File: config.mk
export PLATFORM = sky130hd
export DESIGN_NAME = wb_arbiter
export DESIGN_NICKNAME = d
export VERILOG_FILES = /design/src/rtl/wb_arbiter_pkg.sv /design/src/rtl/wb_fifo.sv /design/src/rtl/wb_arbiter.sv
export SDC_FILE = /design/constraint.sdc
export NUM_CORES = 1
export LEC_CHECK = 0
export CORE_AREA = 2 2 167 169
export DETAILED_ROUTE_END_ITERATION = 16
export DIE_AREA = 0 0 169 171
export PLACE_DENSITY = 0.82
export SLEW_MARGIN = 0
export SYNTH_ARGS = -nofsm -noshare
export SYNTH_HDL_FRONTEND = slang
export SYNTH_HIERARCHICAL = 1
export SYNTH_SLANG_ARGS = --single-unit
File: constraint.sdc
create_clock -name clk -period 7.3 [get_ports clk]
set_input_delay 0.73 -clock clk [delete_from_list [all_inputs] [get_ports clk]]
set_output_delay 0.73 -clock clk [all_outputs]
set_load 0.01 [all_outputs]
File: src/rtl/wb_arbiter_pkg.sv
// rtl/wb_arbiter_pkg.sv - shared widths, defaults and grant encoding for the writeback arbiter
// Entry layout in the EX FIFO is {pc, data, rd, wen}; pc is present only with COMMIT_TRACE_EN.
package wb_arbiter_pkg;

    localparam int XLEN_DEF       = 64;
    localparam int REG_AW_DEF     = 5;
    localparam int EX_DEPTH_DEF   = 2;
    localparam int STARVE_MAX_DEF = 4;

    localparam logic [63:0] ZERO_64 = 64'h0;

    typedef enum logic [1:0] {
        GNT_IDLE = 2'd0,
        GNT_LSU  = 2'd1,
        GNT_FIFO = 2'd2
    } grant_e;

    // x0 is hardwired to zero, so a write to it is dropped like a store.
    function automatic logic wb_writes(input logic wen, input logic rd_nonzero);
        return wen & rd_nonzero;
    endfunction

endpackage

File: src/rtl/wb_fifo.sv
// rtl/wb_fifo.sv - power-of-two FIFO buffering EX results ahead of the writeback port
// Pointers and count reset asynchronously; storage is not reset.
module wb_fifo #(
    parameter int DEPTH = 2,
    parameter int WIDTH = 8
) (
    input  logic                     clk,
    input  logic                     rst,
    input  logic                     push,
    input  logic [WIDTH-1:0]         push_data,
    input  logic                     pop,
    output logic [WIDTH-1:0]         pop_data,
    output logic                     full,
    output logic                     empty,
    output logic [$clog2(DEPTH):0]   count
);

    localparam int AW = $clog2(DEPTH);

    logic [WIDTH-1:0] mem [DEPTH];
    logic [AW-1:0]    wr_ptr;
    logic [AW-1:0]    rd_ptr;
    logic             do_push;
    logic             do_pop;

    assign full     = (count == (AW + 1)'(DEPTH));
    assign empty    = (count == '0);
    assign do_push  = push && !full;
    assign do_pop   = pop && !empty;
    assign pop_data = mem[rd_ptr];

    always_ff @(posedge clk) begin
        if (do_push) begin
            mem[wr_ptr] <= push_data;
        end
    end

    // Pointers wrap for free because DEPTH is a power of two.
    always_ff @(posedge clk or posedge rst) begin
        if (rst) begin
            wr_ptr <= '0;
            rd_ptr <= '0;
            count  <= '0;
        end else begin
            if (do_push) begin
                wr_ptr <= wr_ptr + 1'b1;
            end
            if (do_pop) begin
                rd_ptr <= rd_ptr + 1'b1;
            end
            if (do_push && !do_pop) begin
                count <= count + 1'b1;
            end else if (do_pop && !do_push) begin
                count <= count - 1'b1;
            end
        end
    end

endmodule

File: src/rtl/wb_arbiter.sv
// rtl/wb_arbiter.sv - merges EX and LSU results into one registered regfile write per cycle
// Optional COMMIT_TRACE_EN adds registered commit_valid/commit_pc for the difftest hook.
module wb_arbiter
    import wb_arbiter_pkg::*;
#(
    parameter int XLEN       = XLEN_DEF,
    parameter int REG_AW     = REG_AW_DEF,
    parameter int EX_DEPTH   = EX_DEPTH_DEF,
    parameter int STARVE_MAX = STARVE_MAX_DEF
) (
    input  logic              clk,
    input  logic              rst,
    input  logic              ex_valid,
    output logic              ex_ready,
    input  logic              ex_wen,
    input  logic [REG_AW-1:0] ex_rd,
    input  logic [XLEN-1:0]   ex_data,
    input  logic [XLEN-1:0]   ex_pc,
    input  logic              lsu_valid,
    output logic              lsu_ready,
    input  logic              lsu_wen,
    input  logic [REG_AW-1:0] lsu_rd,
    input  logic [XLEN-1:0]   lsu_data,
    input  logic [XLEN-1:0]   lsu_pc,
    output logic              rw_en,
    output logic [REG_AW-1:0] rw_addr,
    output logic [XLEN-1:0]   rw,
    output logic [63:0]       retire_cnt
`ifdef COMMIT_TRACE_EN
    ,
    output logic              commit_valid,
    output logic [XLEN-1:0]   commit_pc
`endif
);

    localparam int CNT_W = $clog2(EX_DEPTH) + 1;
    localparam int SW    = $clog2(STARVE_MAX + 1);
`ifdef COMMIT_TRACE_EN
    localparam int ENTRY_W = XLEN + XLEN + REG_AW + 1;
`else
    localparam int ENTRY_W = XLEN + REG_AW + 1;
`endif

    logic [ENTRY_W-1:0] push_entry;
    logic [ENTRY_W-1:0] head;
    logic               fifo_full;
    logic               fifo_empty;
    logic [CNT_W-1:0]   fifo_count;
    logic               push;
    logic               pop;

    logic [SW-1:0]      starve;
    logic [SW-1:0]      starve_nxt;
    grant_e             grant;
    logic               win_wen;
    logic [REG_AW-1:0]  win_rd;
    logic [XLEN-1:0]    win_data;
    logic               win_writes;

`ifdef COMMIT_TRACE_EN
    logic [XLEN-1:0]    win_pc;
    assign push_entry = {ex_pc, ex_data, ex_rd, ex_wen};
`else
    logic               unused_pc;
    assign push_entry = {ex_data, ex_rd, ex_wen};
    assign unused_pc  = ^{ex_pc, lsu_pc};
`endif

    assign ex_ready  = (fifo_count < CNT_W'(EX_DEPTH));
    assign lsu_ready = !((starve == SW'(STARVE_MAX)) && !fifo_empty);
    assign push      = ex_valid && ex_ready;
    assign pop       = (grant == GNT_FIFO);

    wb_fifo #(
        .DEPTH (EX_DEPTH),
        .WIDTH (ENTRY_W)
    ) u_fifo (
        .clk       (clk),
        .rst       (rst),
        .push      (push),
        .push_data (push_entry),
        .pop       (pop),
        .pop_data  (head),
        .full      (fifo_full),
        .empty     (fifo_empty),
        .count     (fifo_count)
    );

    // LSU has no buffer, so it wins unless it has already starved a waiting EX result.
    always_comb begin
        grant    = GNT_IDLE;
        win_wen  = 1'b0;
        win_rd   = '0;
        win_data = '0;
`ifdef COMMIT_TRACE_EN
        win_pc   = '0;
`endif
        if (lsu_valid && lsu_ready) begin
            grant    = GNT_LSU;
            win_wen  = lsu_wen;
            win_rd   = lsu_rd;
            win_data = lsu_data;
`ifdef COMMIT_TRACE_EN
            win_pc   = lsu_pc;
`endif
        end else if (!fifo_empty) begin
            grant    = GNT_FIFO;
            win_wen  = head[0];
            win_rd   = head[REG_AW:1];
            win_data = head[REG_AW+XLEN:REG_AW+1];
`ifdef COMMIT_TRACE_EN
            win_pc   = head[ENTRY_W-1 -: XLEN];
`endif
        end
    end

    assign win_writes = wb_writes(win_wen, win_rd != '0);

    always_comb begin
        starve_nxt = starve;
        if (fifo_empty || grant == GNT_FIFO) begin
            starve_nxt = '0;
        end else if (grant == GNT_LSU && starve != SW'(STARVE_MAX)) begin
            starve_nxt = starve + 1'b1;
        end
    end

    always_ff @(posedge clk or posedge rst) begin
        if (rst) begin
            starve     <= '0;
            rw_en      <= 1'b0;
            rw_addr    <= '0;
            rw         <= '0;
            retire_cnt <= ZERO_64;
        end else begin
            starve <= starve_nxt;
            rw_en  <= 1'b0;
            if (grant != GNT_IDLE) begin
                retire_cnt <= retire_cnt + 64'd1;
                rw_en      <= win_writes;
                rw_addr    <= win_writes ? win_rd : '0;
                rw         <= win_writes ? win_data : '0;
            end
        end
    end

`ifdef COMMIT_TRACE_EN
    always_ff @(posedge clk or posedge rst) begin
        if (rst) begin
            commit_valid <= 1'b0;
            commit_pc    <= '0;
        end else begin
            commit_valid <= (grant != GNT_IDLE);
            if (grant != GNT_IDLE) begin
                commit_pc <= win_pc;
            end
        end
    end
`endif

endmodule
# Yosys cells after proc, flatten, opt, wreduce, memory -nomap -nowiden

Memories as Yosys holds them, arrays and structs flattened.
Index checks and enable logic that the tools add are counted.
W data, S select, Z words.

Eq/ne operators: 5
Add/subtract/negate cells: 6
Bitwise operators: 1
Shifts and indexed selects: 0
Mux-type cells: 17
Div/mod/pow operators: 0
$lt $le $gt $ge: 1
$mul: 0
Reductions and logical operators: 19

Operators by type and width:

| operator                | number |
|---|---|
| $mux W64                | 3 |
| $add A64 B1 Y64 const B | 1 |
| $mux W5                 | 3 |
| $logic_and A1 B1 Y1     | 8 |
| $mux W2                 | 4 |
| $mux W3                 | 2 |
| $reduce_bool A2 Y1      | 3 |
| $logic_not A1 Y1        | 5 |
| $mux W1                 | 5 |
| $reduce_bool A5 Y1      | 1 |
| $eq A2 B2 Y1 const B    | 2 |
| $add A3 B1 Y3 const B   | 1 |
| $eq A3 B3 Y1 const B    | 1 |
| $ne A3 B3 Y1 const B    | 1 |
| $add A1 B1 Y1 const B   | 2 |
| $add A2 B1 Y2 const B   | 1 |
| $eq A2 B1 Y1 const B    | 1 |
| $logic_not A2 Y1        | 1 |
| $lt A2 B2 Y1 const B    | 1 |
| $sub A2 B1 Y2 const B   | 1 |
| $and A1 B1 Y1           | 1 |
| $logic_or A1 B1 Y1      | 1 |

Register bits after elaboration: 141
Latch bits: 0
Bits of input ports: 272
Memory bits (read-only): 0
Memories kept: 1
Bits in writable memories: 140
Logic and storage cells: 58

Memory list:

| memory     | depth | width | read ports | clocked after Yosys merged registers in | wr ports | line          | RTL |
|---|---|---|---|---|---|---|---|
| u_fifo.mem | 2     | 70    | 1          | 0                                       | 1        | wb_fifo.sv:20 | `logic [WIDTH-1:0] mem [DEPTH];` |

# Logic depth before layout (Yosys ltp)

Depth after elaboration: 11
Mapped depth: 10
Depth with buffers taken out: 9

# Modules after synthesis

The synthesis kept the hierarchy.

Modules (own cells, without submodules):

| module     | area each (µm²) | cells each | seq. area each (µm²) | times used |
|---|---|---|---|---|
| wb_arbiter | 6,628.9         | 680        | 3,428.3              | 1 |
| wb_fifo    | 5,602.9         | 238        | 4,304.1              | 1 |

# Worst setup path after synthesis

No wires, ideal clock.

Path kind: input to register
Start: input port ex_valid
End: memory u_fifo/mem[0][0] (netlist name), enable pin
Stages: 3
Path slack: 2.905 ns
Arrival time: 3.897 ns
Required time: 6.802 ns
Path buffers: 0
Path through: nor2b_1 nand2_1 nor2_1

Longest elaborated chain between the ends: 4

RTL lines:

| what                          | line             | RTL |
|---|---|---|
| start, declared               | wb_arbiter.sv:13 | `input logic ex_valid,` |
| $logic_and A1 B1 Y1           | wb_arbiter.sv:71 | `assign push = ex_valid && ex_ready;` |
| $logic_and A1 B1 Y1           | wb_fifo.sv:28    | `assign do_push = push && !full;` |
| $mux W1                       | wb_fifo.sv:33    | `if (do_push) begin` |
| $mux W1 (implied by the code) | wb_fifo.sv:34    | `mem[wr_ptr] <= push_data;` |
| end, declared                 | wb_fifo.sv:20    |  |

Every way passes these cells.

# Final worst setup path

Start: register u_fifo.count[1]
End: register rw[23]

Longest elaborated chain between the ends: 9
Elaborated cells between the ends (all ways): 17
Those cells by class: mux: 9; bitwise: 1; reduce/logical: 7

RTL lines:

| what                   | line                 | RTL |
|---|---|---|
| start, declared        | wb_fifo.sv:15        | `output logic [$clog2(DEPTH):0] count` |
| start signal, assigned | wb_fifo.sv:52        | `count <= count + 1'b1;` |
| start signal, assigned | wb_fifo.sv:54        | `count <= count - 1'b1;` |
| $logic_not A2 Y1 *     | wb_fifo.sv:27        | `assign empty = (count == '0);` |
| net fifo_empty         | wb_arbiter.sv:47     | `logic fifo_empty;` |
| $logic_not A1 Y1       | wb_arbiter.sv:70     | `assign lsu_ready = !((starve == SW'(STARVE_MAX)) && !fifo_empty);` |
| $logic_and A1 B1 Y1    | wb_arbiter.sv:70     |  |
| $logic_not A1 Y1       | wb_arbiter.sv:70     |  |
| $logic_and A1 B1 Y1    | wb_arbiter.sv:98     | `if (lsu_valid && lsu_ready) begin` |
| $mux W5                | wb_arbiter.sv:98     |  |
| $reduce_bool A5 Y1     | wb_arbiter.sv:117    | `assign win_writes = wb_writes(win_wen, win_rd != '0);` |
| $and A1 B1 Y1          | wb_arbiter_pkg.sv:20 | `return wen & rd_nonzero;` |
| $mux W64               | wb_arbiter.sv:142    | `rw <= win_writes ? win_data : '0;` |
| end signal, assigned   | wb_arbiter.sv:142    |  |
| end, declared          | wb_arbiter.sv:27     | `output logic [XLEN-1:0] rw,` |

Mark *: on every way through the listed nets, which the timed path passes. The rest lies on a longest branch.
A chain may end at the register's enable or synchronous reset.

==> impl_results.md <==
* Status: finished, final reports clean
* Root Buffer: clkbuf_16
* Max-cap violation count at 0
* Ports at between 400 and 500
* GRT Total Usage at 0.2080
* Routed wire per std cell at between 15 and 20 um
* Net Count, Synth at roughly 1200
* Final Wtd Congestion at approximately 0.84
* CTS tree: built
* Initial antenna violation count at 2
* Fmax achieved at around 230 MHz
* CTS sink cnt at roughly 280
* Worst VDD drop at around 0.26 mV
* Most used cell, CP: buf_4
* Syn avg cell area at approximately 13 um2
* Vias at 8372
* Setup tns final at 0 ns
* R2R Path Start: u_fifo/count[1]
* PortBufs at approximately 280
* Lkg Pwr at ~0.0063 uW
* Starting density of the core at 0.4475
* Share of layout cells above drive strength 1 at 0.1198
* Mapped Cells at ~920
* Clock latency on the worst-skew pair at between 0.5 and 0.6 ns
* Ys Warns at 6
* Power, Total at 5237 uW
* P&R area growth vs syn at 32.77%
* H-tree Lvls at 1
* Die H at between 150 and 200 um
* Clock skew at ~0.015 ns
* Starting DRT DRC Count at approximately 650
* Core region area at approximately 27000 um2
* Reg2reg end: rw[23]
* Max incr delay on CP at roughly 0.77 ns
* CTS max path bufs at 3
* Crit path kind: flop to flop
* Max Slew Vio Count at 0
* CTS Hold Bufs at 0
* Area of the multi-input gates at 4155 um2
* DRT Pass-1 Iters at 5
* CTS clk-pin slew, worst paths at around 0.060 ns
* Final setup violation count at 0
* Vias per cell at around 5.4
* CTS buffer count at 30
* CP Max Fanout at between 80 and 90
* Final Hold Slack at 0.4674 ns
* Fillers at 2126
* GRT overflow at 0
* Critical Path RT at ~7.7 ns
* Least-Margin Pin Slew at 1.085 ns
* Post-CTS Setup Inserts at 0
* CP startpoint kind: flop
* Post-cts resize count at 0
* Cell Rows at between 60 and 70
* RSZ-0062 raised after global routing: false
* First-pass GRT wire length at about 47 mm
* Vias in the first global route at 8722
* Storage cell area at between 7000 and 8000 um2
* Hold Crit Depth at 1
* Worst reg-to-reg setup slack at around 3 ns
* Mapped cell area at approximately 12000 um2
* Data arrival, critical path at between 4 and 5 ns
* Tcrit/Tclk final at 0.5896
* Hold Path Class: flop to flop
* Reg2Reg Depth at 9
* Layout Nets at roughly 1500
* Total die area at 28900 um2
* ANT nets after route at 0
* Routed WL at around 31 mm
* Drt drc at 0
* DP HPWL at about 20 mm
* Worst Hold End: retire_cnt[63]
* Min Tclk post-route at ~4.3 ns
* Hold Vio Cnt, Final at 0
* CP max stage cell: o31ai_4
* Largest net degree at the start of global routing at 83
* Min-delay src: retire_cnt[63]
* CP endpoint kind: flop
* Power density over the cells at 322.5 nW/um2
* CP Cell Sequence: nor2_4 > buf_4 > nand3b_1 > and2_4 > buf_4 > a22o_1 > o31ai_4 > buf_4 > o21ai_0
* Die Wd at approximately 170 um
* Slew Limit Headroom at 0.2768
==> area by class of cell <==
type | instances | area share
inverter | 12 | 0.003083
clock inverter | 16 | 0.01264
sequential | 281 | 0.4765
clock buffer | 40 | 0.04917
multi-input combinational | 574 | 0.2559
timing repair buffer | 287 | 0.1757
tap | 346 | 0.02666
antenna | 2 | 0.0003083
==> per-layer routing <==
layer / global-route usage / share of wire
met1: 0.2540 / 0.40
met2: 0.3614 / 0.50
met3: 0.05806 / 0.079
met4: 0.06169 / 0.026
met5: 0 / 0.00016
==> worst max path at each step <==
stage / startpoint / endpoint / cells past startpoint
after global routing: u_fifo/count[1] / rw[23] / 9
after global placement: lsu_valid / rw[49] / 7
after floorplan: rst / retire_cnt[0] / 1
final: u_fifo/count[1] / rw[23] / 9
after CTS: u_fifo/count[1] / rw[37] / 9
after detailed placement: lsu_valid / rw[34] / 7
==> registers in the layout (all words and copies together) (netlist names), 2 cells and up <==
register      flops
rw_addr           5
rw               64
u_fifo/mem      140
u_fifo/count      2
retire_cnt       64
starve            3
==> report_power, final <==
group | switching, uW | internal (uW)
Combinational | 730 | 786
Clock | 614 | 911
Sequential | 205 | 1990
Total | 1550 | 3690
==> per-stage QoR <==
stage	setup WS [ns]	cells	util	instance area [um2]
2_1_floorplan	2.902	917	-	12230
3_3_place_gp	2.958	1500	0.5573	15230
3_5_place_dp	2.864	1500	0.5573	15230
4_1_cts	2.865	1556	0.5940	16230
5_1_grt	2.619	1558	0.5942	16240
6_report	2.996	1558	0.5942	16240
==> placed cells by master (no fill, tap or decap), drive strengths merged, types with 5 or more instances in the layout <==
cell type / instances
a21oi: 68
a22o: 5
and3: 15
buf: 8
clkbuf: 40
clkdlybuf4s50: 279
clkinv: 10
dfrtp: 141
edfxtp: 140
inv: 12
mux2: 70
nand2: 96
nand3: 24
nand4: 19
nor2: 20
nor3: 19
nor3b: 70
nor4: 8
o21ai: 68
xnor2: 35
xor2: 34
==> worst max-delay path, delay by kind of cell, from the launching register on <==
family / cells / cell delay, ns
AND/OR/NAND/NOR: 3 / 0.80
AO/OA/AOI/OAI: 3 / 1.35
flip-flops: 1 / 0.51
buffers and inverters: 3 / 1.41
(Power assumes the default switching activity.)
